$ cat src/rtl/imem_arb_pkg.sv
// Shared definitions for the instruction-memory port arbiter:
// arbiter state encoding, data word width and a word-index helper.
package imem_arb_pkg;

    localparam int unsigned WORD_W = 32;

    typedef enum logic [0:0] {
        IDLE   = 1'b0,
        LOCKED = 1'b1
    } arb_state_e;

    // Word index of a byte address for a memory of 2**depth_log2 words.
    // The two byte-offset bits are dropped and the index wraps at the
    // memory size.
    function automatic logic [WORD_W-1:0] word_index(
        input logic [WORD_W-1:0] addr,
        input int unsigned       depth_log2
    );
        logic [WORD_W-1:0] mask_v;
        mask_v = (32'd1 << depth_log2) - 32'd1;
        return (addr >> 2) & mask_v;
    endfunction

endpackage

$ cat src/rtl/imem_arb_rsp_reg.sv
// Per-port read response register: captures memory read data on a granted
// read and raises a one-cycle valid pulse; data is held until the next
// response of the same port.
module imem_arb_rsp_reg
    import imem_arb_pkg::*;
(
    input  logic              clk,
    input  logic              reset,
    input  logic              load,
    input  logic [WORD_W-1:0] rdata_in,
    output logic              rvalid,
    output logic [WORD_W-1:0] rdata
);

    // Latch read data and pulse valid one cycle after a granted read
    always_ff @(posedge clk) begin
        if (reset) begin
            rvalid <= 1'b0;
            rdata  <= {WORD_W{1'b0}};
        end else begin
            rvalid <= load;
            if (load) begin
                rdata <= rdata_in;
            end else begin
                rdata <= rdata;
            end
        end
    end

endmodule

$ cat src/rtl/imem_port_arbiter.sv
// Arbiter sharing one instruction-memory port between CPU fetch (F) and the
// program loader/debug port (L). One grant per cycle; F has priority until
// a pending L request has lost MAX_WAIT times. L may lock the port for
// burst loads. Read data is registered per port.
// Optional build macro: IMEM_ARB_STATS_EN adds grant/conflict counters.
module imem_port_arbiter
    import imem_arb_pkg::*;
#(
    parameter int unsigned DEPTH_LOG2 = 6,
    parameter int unsigned MAX_WAIT   = 4
) (
    input  logic              clk,
    input  logic              reset,
    input  logic              f_req,
    input  logic [WORD_W-1:0] f_addr,
    output logic              f_gnt,
    output logic              f_rvalid,
    output logic [WORD_W-1:0] f_rdata,
    input  logic              l_req,
    input  logic              l_we,
    input  logic [WORD_W-1:0] l_addr,
    input  logic [WORD_W-1:0] l_wdata,
    input  logic              l_lock,
    output logic              l_gnt,
    output logic              l_rvalid,
    output logic [WORD_W-1:0] l_rdata,
    output logic [WORD_W-1:0] mem_addr,
    output logic              mem_we,
    output logic [WORD_W-1:0] mem_wdata,
    input  logic [WORD_W-1:0] mem_rdata
`ifdef IMEM_ARB_STATS_EN
    ,
    output logic [WORD_W-1:0] f_grant_cnt,
    output logic [WORD_W-1:0] l_grant_cnt,
    output logic [WORD_W-1:0] conflict_cnt
`endif
);

    // The address is forwarded whole; the memory itself wraps on the word
    // index, so DEPTH_LOG2 only describes the attached memory.
    localparam int unsigned CNT_W = (MAX_WAIT < 1) ? 1 : $clog2(MAX_WAIT + 1);
    localparam logic [CNT_W-1:0] MAX_WAIT_C = CNT_W'(MAX_WAIT);
    localparam logic [CNT_W-1:0] CNT_ONE    = CNT_W'(1);

    arb_state_e       state_r;
    arb_state_e       state_nxt_s;
    logic [CNT_W-1:0] wait_cnt_r;
    logic [CNT_W-1:0] wait_cnt_nxt_s;
    logic             arb_open_s;
    logic             f_gnt_s;
    logic             l_gnt_s;

    // State and starvation counter registers
    always_ff @(posedge clk) begin
        if (reset) begin
            state_r    <= IDLE;
            wait_cnt_r <= {CNT_W{1'b0}};
        end else begin
            state_r    <= state_nxt_s;
            wait_cnt_r <= wait_cnt_nxt_s;
        end
    end

    // Arbitration, lock tracking and starvation counter update
    always_comb begin
        arb_open_s     = 1'b1;
        f_gnt_s        = 1'b0;
        l_gnt_s        = 1'b0;
        state_nxt_s    = state_r;
        wait_cnt_nxt_s = wait_cnt_r;

        // A locked port reopens in the very cycle the loader drops l_lock
        case (state_r)
            IDLE:    arb_open_s = 1'b1;
            LOCKED:  arb_open_s = !l_lock;
            default: arb_open_s = 1'b1;
        endcase

        if (arb_open_s) begin
            if (f_req && (!l_req || (wait_cnt_r < MAX_WAIT_C))) begin
                f_gnt_s = 1'b1;
            end else begin
                l_gnt_s = l_req;
            end
            if (l_gnt_s && l_lock) begin
                state_nxt_s = LOCKED;
            end else begin
                state_nxt_s = IDLE;
            end
        end else begin
            l_gnt_s     = l_req;
            state_nxt_s = LOCKED;
        end

        if (!l_req || l_gnt_s) begin
            wait_cnt_nxt_s = {CNT_W{1'b0}};
        end else if (f_gnt_s && (wait_cnt_r < MAX_WAIT_C)) begin
            wait_cnt_nxt_s = wait_cnt_r + CNT_ONE;
        end else begin
            wait_cnt_nxt_s = wait_cnt_r;
        end
    end

    // Memory-side mux: granted port drives address/strobe, idle drives zero
    always_comb begin
        mem_addr  = {WORD_W{1'b0}};
        mem_we    = 1'b0;
        mem_wdata = {WORD_W{1'b0}};
        if (f_gnt_s) begin
            mem_addr = f_addr;
        end else if (l_gnt_s) begin
            mem_addr = l_addr;
            mem_we   = l_we;
            if (l_we) begin
                mem_wdata = l_wdata;
            end else begin
                mem_wdata = {WORD_W{1'b0}};
            end
        end else begin
            mem_addr = {WORD_W{1'b0}};
        end
    end

    assign f_gnt = f_gnt_s;
    assign l_gnt = l_gnt_s;

    imem_arb_rsp_reg u_f_rsp (
        .clk      (clk),
        .reset    (reset),
        .load     (f_gnt_s),
        .rdata_in (mem_rdata),
        .rvalid   (f_rvalid),
        .rdata    (f_rdata)
    );

    imem_arb_rsp_reg u_l_rsp (
        .clk      (clk),
        .reset    (reset),
        .load     (l_gnt_s & ~l_we),
        .rdata_in (mem_rdata),
        .rvalid   (l_rvalid),
        .rdata    (l_rdata)
    );

`ifdef IMEM_ARB_STATS_EN
    // Free-running grant and conflict counters, wrapping at 2**32
    always_ff @(posedge clk) begin
        if (reset) begin
            f_grant_cnt  <= {WORD_W{1'b0}};
            l_grant_cnt  <= {WORD_W{1'b0}};
            conflict_cnt <= {WORD_W{1'b0}};
        end else begin
            f_grant_cnt  <= f_grant_cnt  + {{(WORD_W-1){1'b0}}, f_gnt_s};
            l_grant_cnt  <= l_grant_cnt  + {{(WORD_W-1){1'b0}}, l_gnt_s};
            conflict_cnt <= conflict_cnt + {{(WORD_W-1){1'b0}}, (f_req & l_req)};
        end
    end
`endif

endmodule

$ cat config.mk
export PLATFORM = sky130hd
export DESIGN_NAME = imem_port_arbiter
export DESIGN_NICKNAME = d
export VERILOG_FILES = /design/src/rtl/imem_arb_pkg.sv /design/src/rtl/imem_arb_rsp_reg.sv /design/src/rtl/imem_port_arbiter.sv
export SDC_FILE = /design/constraint.sdc
export NUM_CORES = 1
export LEC_CHECK = 0
export BUFFER_PORTS_ARGS = -buffer_cell sky130_fd_sc_hd__clkbuf_2
export CORE_AREA = 4 4 101 103
export CTS_CLUSTER_SIZE = 28
export DETAILED_ROUTE_END_ITERATION = 16
export DIE_AREA = 0 0 105 107
export PLACE_DENSITY = 0.72
export RECOVER_POWER = 50
export SYNTH_ARGS = -nofsm -noshare
export SYNTH_HDL_FRONTEND = slang
export SYNTH_HIERARCHICAL = 1
export SYNTH_SLANG_ARGS = --single-unit
$ cat constraint.sdc
create_clock -name clk -period 2.3 [get_ports clk]
set_clock_uncertainty 0.1 [all_clocks]
set_input_delay 0.345 -clock clk [delete_from_list [all_inputs] [get_ports clk]]
set_output_delay 0.345 -clock clk [all_outputs]
set_load 0.01 [all_outputs]
==> results.py, run 1 <==
metrics = {
    "clocking": {
        "clock_latency_ps": 340,
        "cts_resized": 0,
        "ctsHoldBuffers": 0,
        "clk_path_buf_depth": 2,
        "htreeDepth": 3,
        "cts_buffers": 9,
        "clock_sinks": 70,
        "path_clk_slew_ps": 90,
        "cts_root_buffer": "clkbuf_8",
        "post-cts-setup-buffers": 0,
        "cts_tree": "done",
    },
    "pwr": {
        "clock_power_share_pct": 37.8,
        "seq_power_share_pct": 43.5,
        "power.internal_mw": 2.16,
        "swShare_pct": 27.6,
        "leakagePower_nw": 2.39,
        "power_frac_comb_pct": 18.7,
        "peakVddDrop_mv": 0.335,
        "switching_power_mw": 0.824,
        "total_power_mw": 2.98,
        "power_density_nw_per_um2": 646,
    },
    "timing": {
        "hold_viol_final": 0,
        "worstMarginPinSlew_ps": 489,
        "finalCritPeriodShare_pct": 94.4,
        "slew_headroom_pct": 67.4,
        "tns_ps": 0,
        "finalSetupViolCount": 0,
        "grt_setup_unrepaired": "no",
        "layout_setup_ws_ps": 130,
        "fmax_mhz": 461,
        "fin_crit_ps": 2170,
        "holdWs_ps": 157,
        "slew_viol_final": 0,
    },
    "global_routing": {
        "grt_pass1_wl_mm": 16.8,
        "grt_pass1_vias": 3284,
        "antenna_found_initial": 0,
        "overflow": 0,
        "track_usage_pct": 18.8,
        "grt_max_degree": 48,
    },
    "synth": {
        "synth_edf_count": 0,
        "synth_ff_type": "dfxtp_1",
        "synth_commonest_cells": "70 x dfxtp_1, 64 x mux2i_1, 61 x nor2_1",
        "synth.most_common_cell": "dfxtp_1",
        "yosysSeqAreaShare_pct": 44.4,
        "synth_top_cell_area_share_pct": 44.4,
        "ys_ff_latch": 70,
        "synth_area_per_cell_sq_um": 10.3,
        "postSynthNetCount": 440,
        "netlist_instances": 305,
        "synth_area_leaders": "dfxtp_1 44%, mux2i_1 20%, a22o_1 8.9%",
        "syn_area_sq_um": 3160,
        "yosysTopAreaCell": "dfxtp_1",
        "async_reset_ff_share_pct": 0,
        "yosysUniqueCellTypes": 18,
        "synth-warning-count": 6,
    },
    "floorplanning": {
        "core_area_sq_um": 9200,
        "num_rows": 35,
        "die_w_um": 105,
        "initial_utilization_pct": 34.3,
        "die_h_um": 107,
        "die-area_sq_um": 11200,
        "ioPinCount": 267,
    },
    "routing": {
        "routed_wl_mm": 11.1,
        "vias": 3262,
        "wl_per_cell_um": 16.4,
        "first_iter_violations": 138,
        "antenna_left": 0,
        "drc": 0,
        "via_per_inst": 4.82,
        "drt_pass1_iterations": 4,
    },
    "worst_setup_path": {
        "max_stage_delay_ps": 320,
        "cpLargestDelayFamily": "compound AO/OA/AOI/OAI gates",
        "rrSetupSlack_ps": 420,
        "r2r_end": "u_l_rsp/rdata[24]$_SDFFE_PP0P_",
        "crit_arrival_ps": 1730,
        "crit_path_max_fanout": 47,
        "r2r_start": "state_r$_SDFF_PP0_",
        "cp_cell_sequence": "a21bo_1 -> o21a_4 -> buf_12 -> a22o_1 -> clkbuf_2",
        "rr_worst_depth": 6,
        "worstSetupEndpointType": "primary output",
        "cp_slowest_cell": "dfxtp_1",
        "critPathBufInv": 2,
        "path_class": "flip-flop to primary output",
        "worstPathRequired_ps": 1860,
        "start_kind": "flip-flop",
    },
    "placed_design": {
        "hpwl_mm": 8.88,
        "dpl_cell_area_sq_um": 4460,
        "dp.cells": 660,
        "gp_congestion": 0.869,
        "portBuffers": 266,
        "dpl_worst_slack_ps": 279,
    },
    "finish": {
        "nNetsFinal": 696,
        "area_growth_pct": 46.2,
        "final_layout_size_suffix_gt1_share_pct": 40.8,
        "fin_util_pct": 50.2,
        "n_antenna_cell": 0,
        "instances_no_fill": 677,
        "fin_area_sq_um": 4610,
    },
    "hold_path": {
        "hold_end": "u_l_rsp/rdata[12]$_SDFFE_PP0P_",
        "whs_path_depth": 3,
        "min_path_type": "input port to flip-flop",
        "min-delay-start": "mem_rdata[12]",
    },
    "outcome": {
        "status": "completed",
    },
    "job": {
        "drv_cap": 0,
    },
}
## metal layers
metal	up-vias	share of wire, %	GRT usage [%]
met5	-	0	0
met4	0	0.51	4.03
met3	6	7.9	6.20
met2	149	48	31.4
met1	1527	44	23.7
li1	1580	-	-
## flip-flops by register name (all words and copies together), names as in the netlist
register / count
u_f_rsp/rdata: 32
u_l_rsp/rdata: 32
wait_cnt_r: 3
state_r: 1
u_f_rsp/rvalid: 1
u_l_rsp/rvalid: 1
## cells by family (layout without fill, tap and decap cells)
| group | after synthesis | in the layout | share of synthesized area, % |
|---|---|---|---|
| AOI/OAI and AO/OA | 35 | 36 | 9.95 |
| adders and majority gates | 1 | 1 | 0.396 |
| buffers and inverters | 29 | 289 | 8.60 |
| DFF | 70 | 70 | 44.4 |
| muxes | 64 | 64 | 20.3 |
| and+or+nand+nor | 106 | 106 | 16.3 |
## area by class of cell
| class | instances | area, sq um |
|---|---|---|
| Fill cell | 920 | 4580 |
| Timing Repair Buffer | 273 | 1340 |
| Clock inverter | 7 | 105 |
| Clock buffer | 9 | 124 |
| Tap cell | 111 | 139 |
| Sequential cell | 70 | 1400 |
| Multi-Input combinational cell | 207 | 1510 |
## tightest hold or removal path: stages
cell and delay, ps:
clkbuf_2 90, mux2i_1 60, nor2_1 70
## power by group through the flow
stage	combinational [mW]	sequential [mW]	clock (mW)
final	0.557	1.30	1.13
after global routing	0.606	1.31	1.22
after CTS	0.572	1.30	1.16
after detailed placement	0.570	1.33	0
after global placement	0.557	1.32	0
after floorplan	0.285	1.35	0
## cells in the final DEF, fill, tap and decap left out, drive strengths merged
cell      netlist  routed
and3           32      32
and2            3       3
a21bo           1       1
a22o           32      32
inv             0       3
dfxtp          70      70
bufinv          0       2
clkbuf          7     275
buf            22       7
nor2b           4       4
nor4b           2       2
a21oi           1       1
nor2           65      65
clkinv          0       1
o21a            1       2
ha              1       1
mux2i          64      64
clkinvlp        0       1
## worst max-delay path by stage
stage	startpoint	to	slack, ps	depth (start not counted)
6_report	state_r$_SDFF_PP0_	mem_addr[28]	130	5
5_1_grt	state_r$_SDFF_PP0_	mem_addr[28]	10	5
4_1_cts	state_r$_SDFF_PP0_	mem_addr[28]	90	5
3_5_place_dp	f_req	u_l_rsp/rdata[24]$_SDFFE_PP0P_	280	7
3_3_place_gp	f_req	u_l_rsp/rdata[24]$_SDFFE_PP0P_	360	7
2_1_floorplan	f_req	u_l_rsp/rdata[3]$_SDFFE_PP0P_	450	9
Note: power is estimated with default switching activity, not from simulation.
==> run 2, diff against run 1 <==
--- a/config.mk
+++ b/config.mk
@@ -5,12 +5,13 @@
 export SDC_FILE = /design/constraint.sdc
 export NUM_CORES = 1
 export LEC_CHECK = 0
+export ABC_AREA = 1
 export BUFFER_PORTS_ARGS = -buffer_cell sky130_fd_sc_hd__clkbuf_2
-export CORE_AREA = 4 4 101 103
+export CORE_AREA = 4 4 104 106
 export CTS_CLUSTER_SIZE = 28
 export DETAILED_ROUTE_END_ITERATION = 16
-export DIE_AREA = 0 0 105 107
-export PLACE_DENSITY = 0.72
+export DIE_AREA = 0 0 108 110
+export PLACE_DENSITY = 0.75
 export RECOVER_POWER = 50
 export SYNTH_ARGS = -nofsm -noshare
 export SYNTH_HDL_FRONTEND = slang
==> results.py, run 2 <==
metrics = {
    "worst_setup_path": {
        "rr_worst_depth": 7,
        "max_stage_delay_ps": 350,
        "worst_path_most_repeated_cell": "nand2_2",
        "crit_arrival_ps": 1670,
        "worstPathRequired_ps": 1860,
        "rrSetupSlack_ps": 420,
        "crit_path_max_fanout": 21,
        "worstSetupEndpointType": "primary output",
        "start_kind": "flip-flop",
        "path_class": "flip-flop to primary output",
        "cp_cell_sequence": "nand2_2 -> nand3_4 -> nand2_2 -> buf_4 -> nor2_1 -> clkbuf_2",
        "startpoint": "state_r$_SDFF_PP0_",
        "cp-endpoint": "mem_wdata[29]",
        "r2r_start": "state_r$_SDFF_PP0_",
        "cp_slowest_cell": "dfxtp_1",
        "r2r_end": "u_f_rsp/rdata[17]$_SDFFE_PP0P_",
    },
    "synth": {
        "synth.most_common_cell": "nand2_1",
        "synth_edf_count": 0,
        "yosysTopAreaCell": "dfxtp_1",
        "async_reset_ff_share_pct": 0,
        "synth_top_cell_area_share_pct": 37.3,
        "synth_area_leaders": "dfxtp_1 37%, nand2_1 20%, nor2_1 17%",
        "synth_commonest_cells": "198 x nand2_1, 166 x nor2_1, 75 x inv_1",
        "netlist_instances": 624,
        "synth-warning-count": 6,
        "synth_area_per_cell_sq_um": 6.02,
        "postSynthNetCount": 759,
        "yosysSeqAreaShare_pct": 37.3,
        "synth_ff_type": "dfxtp_1",
        "yosysUniqueCellTypes": 15,
        "ys_ff_latch": 70,
        "syn_area_sq_um": 3750,
    },
    "finish": {
        "multi_input_area_sq_um": 1800,
        "fin_util_pct": 53.7,
        "fillers": 1053,
        "instances_no_fill": 1010,
        "seq_area_sq_um": 1400,
        "reg_top3": "u_f_rsp/rdata (32), u_l_rsp/rdata (32), wait_cnt_r (3)",
        "n_antenna_cell": 0,
        "final_layout_size_suffix_gt1_share_pct": 26.8,
        "final_common_cell": "clkbuf_2",
        "nNetsFinal": 1007,
        "fin_area_sq_um": 5250,
        "mostFrequentLayoutCells": "200 x clkbuf_2, 198 x nand2_1, 164 x nor2_1",
        "area_growth_pct": 39.7,
    },
    "floorplanning": {
        "die_w_um": 108,
        "ioPinCount": 267,
        "initial_utilization_pct": 38.4,
        "die_h_um": 110,
        "core_area_sq_um": 9770,
        "die-area_sq_um": 11900,
        "num_rows": 36,
    },
    "pwr": {
        "clock_power_share_pct": 35.8,
        "power_frac_comb_pct": 21.4,
        "peakVddDrop_mv": 0.225,
        "leakagePower_nw": 3.04,
        "power.internal_mw": 2.20,
        "switching_power_mw": 0.894,
        "power_density_nw_per_um2": 590,
        "seq_power_share_pct": 42.8,
        "swShare_pct": 28.9,
        "total_power_mw": 3.09,
    },
    "hold_path": {
        "min_path_type": "input port to flip-flop",
        "min-delay-start": "l_lock",
        "whs_path_depth": 3,
    },
    "global_routing": {
        "grt_pass1_vias": 3956,
        "grt_pass1_wl_mm": 18.6,
        "track_usage_pct": 19.5,
        "overflow": 0,
        "antenna_found_initial": 0,
        "grt_max_degree": 57,
    },
    "timing": {
        "tns_ps": 0,
        "slew_headroom_pct": 57.3,
        "fin_crit_ps": 2110,
        "grt_setup_unrepaired": "no",
        "fmax_mhz": 473,
        "slew_viol_final": 0,
        "layout_setup_ws_ps": 188,
        "hold_viol_final": 0,
        "worstMarginPinSlew_ps": 641,
        "finalSetupViolCount": 0,
        "finalCritPeriodShare_pct": 91.8,
        "holdWs_ps": 146,
    },
    "routing": {
        "first_iter_violations": 269,
        "drt_pass1_iterations": 6,
        "antenna_left": 0,
        "routed_wl_mm": 12.1,
        "drc": 0,
        "vias": 4427,
        "wl_per_cell_um": 12.0,
        "via_per_inst": 4.38,
    },
    "clocking": {
        "clock_latency_ps": 330,
        "cts_root_buffer": "clkbuf_8",
        "ctsHoldBuffers": 0,
        "htreeDepth": 3,
        "clk_path_buf_depth": 2,
        "cts_resized": 0,
        "cts_tree": "done",
        "clock_sinks": 70,
        "cts_buffers": 9,
        "post-cts-setup-buffers": 0,
        "path_clk_slew_ps": 70,
    },
    "placed_design": {
        "gp_congestion": 0.868,
        "dp.cells": 994,
        "portBuffers": 266,
        "dpl_cell_area_sq_um": 5120,
        "hpwl_mm": 9.46,
        "dpl_worst_slack_ps": 406,
    },
    "job": {
        "drv_cap": 0,
    },
    "outcome": {
        "status": "completed",
    },
}
## run 2: worst max-delay path: cells and delay by family (launching register included)
family,cells,cell delay [ps]
flops,1,350
buf+inv,2,410
simple gates,4,560
## run 2: final cells by class
class	instances	share of cell area (%)
tap	133	3.17
sequential	70	26.7
clock buffer	11	2.70
timing repair buffer	281	26.2
multi-input combinational	435	34.3
clock inverter	5	1.55
inverter	75	5.37
## run 2: worst min-delay path by stage
| stage | to |
|---|---|
| 3_5_place_dp | wait_cnt_r[0]$_SDFFE_PP0P_ |
| 3_3_place_gp | wait_cnt_r[0]$_SDFFE_PP0P_ |
| 5_1_grt | u_l_rsp/rvalid$_SDFF_PP0_ |
| 6_report | state_r$_SDFF_PP0_ |
| 4_1_cts | state_r$_SDFF_PP0_ |
| 2_1_floorplan | wait_cnt_r[0]$_SDFFE_PP0P_ |
## run 2: cell families (layout without fill, tap and decap cells)
| group | Yosys count | after routing | synth area share [%] |
|---|---|---|---|
| AND/OR/NAND/NOR | 434 | 434 | 47.2 |
| adder cells (fa/ha/maj) | 1 | 1 | 0.333 |
| flip-flops | 70 | 70 | 37.3 |
| buffers and inverters | 119 | 372 | 15.2 |
## run 2: layer usage
layer  vias up  part of all wire [%]  GRT usage (%)
li1       2366                     -              -
met1      1871                    42           23.4
met2       167                    48           33.7
met3        23                   8.0           4.43
met4         0                   2.6           8.21
met5         -                     0              0
## run 2: power by group through the flow
stage	registers [mW]	clock network (mW)	logic, mW
2_1_floorplan	1.38	0	0.347
3_3_place_gp	1.35	0	0.686
3_5_place_dp	1.35	0	0.688
4_1_cts	1.32	1.14	0.690
5_1_grt	1.33	1.19	0.749
6_report	1.32	1.11	0.661
==> run 3, diff against run 2 <==
--- a/config.mk
+++ b/config.mk
@@ -13,6 +13,7 @@
 export DIE_AREA = 0 0 108 110
 export PLACE_DENSITY = 0.75
 export RECOVER_POWER = 50
+export REMOVE_ABC_BUFFERS = 1
 export SYNTH_ARGS = -nofsm -noshare
 export SYNTH_HDL_FRONTEND = slang
 export SYNTH_HIERARCHICAL = 1
==> constraint.sdc (replaced) <==
create_clock -name clk -period 2.5 [get_ports clk]
set_clock_uncertainty 0.1 [all_clocks]
set_input_delay 0.375 -clock clk [delete_from_list [all_inputs] [get_ports clk]]
set_output_delay 0.375 -clock clk [all_outputs]
set_load 0.005 [all_outputs]
==> results.py, run 3 (synthesized netlist as in run 2, its figures left out) <==
metrics = {
    "timing": {
        "finalSetupViolCount": 0,
        "worstMarginPinSlew_ps": 691,
        "slew_viol_final": 0,
        "tns_ps": 0,
        "hold_viol_final": 0,
        "fmax_mhz": 450,
        "fin_crit_ps": 2220,
        "slew_headroom_pct": 53.9,
        "finalCritPeriodShare_pct": 88.9,
        "layout_setup_ws_ps": 279,
        "grt_setup_unrepaired": "no",
    },
    "placed_design": {
        "portBuffers": 266,
        "hpwl_mm": 11.2,
        "gp_congestion": 0.784,
        "dp.cells": 994,
        "dpl_worst_slack_ps": 476,
    },
    "global_routing": {
        "met2_usage_pct": 37.1,
        "use_met1_pct": 26.9,
        "grt_pass1_wl_mm": 20.8,
        "grt_pass1_vias": 3970,
        "antenna_found_initial": 1,
        "track_usage_pct": 22.4,
        "grt_use_met3_pct": 7.40,
        "top_usage_layer": "met2",
        "overflow": 0,
        "grt_max_degree": 66,
    },
    "routing": {
        "antenna_left": 0,
        "wl_per_cell_um": 14.1,
        "drt_pass1_iterations": 5,
        "vias": 4539,
        "routed_wl_mm": 14.3,
        "first_iter_violations": 387,
        "drc": 0,
        "via_per_inst": 4.49,
    },
    "finish": {
        "mostFrequentLayoutCells": "226 x clkbuf_2, 199 x nand2_1, 164 x nor2_1",
        "area_growth_pct": 38.8,
        "final_layout_size_suffix_gt1_share_pct": 29.3,
        "nNetsFinal": 1007,
        "instances_no_fill": 1011,
        "fillers": 1073,
        "reg_top3": "u_f_rsp/rdata (32), u_l_rsp/rdata (32), wait_cnt_r (3)",
        "final_common_cell": "clkbuf_2",
    },
    "worst_setup_path": {
        "cp_slowest_cell": "clkbuf_4",
        "worstSetupEndpointType": "flip-flop",
        "crit_arrival_ps": 2350,
        "cp_cell_sequence": "nand2_2 -> nand3_4 -> nand2_1 -> buf_6 -> nor2_4 -> clkbuf_4 -> nand2_1 -> nand2_1 -> nor2_1",
        "crit_path_max_fanout": 65,
        "cpLargestDelayFamily": "simple AND/OR/NAND/NOR gates",
        "max_stage_delay_ps": 570,
        "path_class": "flip-flop to flip-flop",
        "start_kind": "flip-flop",
        "worst_path_most_repeated_cell": "nand2_1",
        "critPathBufInv": 2,
        "worstPathRequired_ps": 2630,
    },
    "clocking": {
        "ctsHoldBuffers": 0,
        "htreeDepth": 3,
        "cts_tree": "done",
        "clock_sinks": 70,
        "cts_root_buffer": "clkbuf_8",
        "path_clk_slew_ps": 80,
        "clock_latency_ps": 330,
        "cts_resized": 0,
        "clk_path_buf_depth": 2,
        "cts_buffers": 9,
        "post-cts-setup-buffers": 0,
    },
    "job": {
        "drv_cap": 0,
    },
    "floorplanning": {
        "die_h_um": 110,
        "core_area_sq_um": 9770,
        "die-area_sq_um": 11900,
        "num_rows": 36,
        "ioPinCount": 267,
        "initial_utilization_pct": 38.4,
        "die_w_um": 108,
    },
    "pwr": {
        "power.internal_mw": 1.81,
        "total_power_mw": 2.64,
        "clock_power_share_pct": 31.9,
        "seq_power_share_pct": 46.2,
        "power_density_nw_per_um2": 506,
        "peakVddDrop_mv": 0.313,
        "power_frac_comb_pct": 21.9,
        "switching_power_mw": 0.833,
        "leakagePower_nw": 3.08,
        "swShare_pct": 31.6,
    },
    "outcome": {
        "status": "completed",
    },
    "hold_path": {
        "min_path_type": "input port to flip-flop",
    },
}
-- run 3: cell types whose count changed in the layout (fill, tap and decap cells not counted), moves of 2 or more --
cell       previous run  this run
clkbuf_1             67        44
clkbuf_2            200       226
inv_6                 1         3
buf_4                13         9
bufinv_16             2         0
-- run 3: cell type report --
cell class	count	area (sq um)	area share, %
inverter	75	282	5.40
sequential	70	1400	26.9
clock buffer	9	124	2.38
multi-input combinational	435	1800	34.5
timing repair buffer	281	1380	26.5
tap	133	166	3.19
antenna	1	2.50	0.0480
clock inverter	7	55.1	1.06
-- run 3: path summary, 6_finish.rpt --
check / from / end / slack (ps) / cells after the start
worst max-delay path: state_r$_SDFF_PP0_ / u_l_rsp/rdata[19]$_SDFFE_PP0P_ / 280 / 9
worst min-delay path: l_lock / state_r$_SDFF_PP0_ / 170 / 3
worst max register to register: state_r$_SDFF_PP0_ / u_l_rsp/rdata[19]$_SDFFE_PP0P_ / 280 / 9
worst min register to register: wait_cnt_r[0]$_SDFFE_PP0P_ / wait_cnt_r[0]$_SDFFE_PP0P_ / 340 / 1
-- run 3: worst register-to-register path: stages, from the launching register on --
cell,delay (ps)
dfxtp_1,350
nand2_2,230
nand3_4,130
nand2_1,140
buf_6,220
nor2_4,90
clkbuf_4,570
nand2_1,160
nand2_1,80
nor2_1,40
-- run 3: power groups by stage --
stage               sequential, mW  combinational [mW]  clock, mW
floorplan                     1.25               0.250          0
global placement              1.24               0.594          0
detailed placement            1.24               0.601          0
CTS                           1.22               0.603      0.877
global route                  1.23               0.652      0.913
finish                        1.22               0.578      0.842
-- run 3: through the flow --
stage	utilization [%]	hold slack (ps)	cell area (sq um)
2_1_floorplan	-	308	3470
3_5_place_dp	52.4	333	5120
4_1_cts	54.2	149	5300
5_1_grt	53.3	161	5210
6_report	53.3	173	5210
3_3_place_gp	52.4	324	5120
-- run 3: routing by layer --
| layer | wire length, um | part of all wire (%) |
|---|---|---|
| met3 | 1390 | 9.8 |
| met1 | 5800 | 41 |
| met4 | 344 | 2.4 |
| met5 | 0 | 0 |
| met2 | 6720 | 47 |
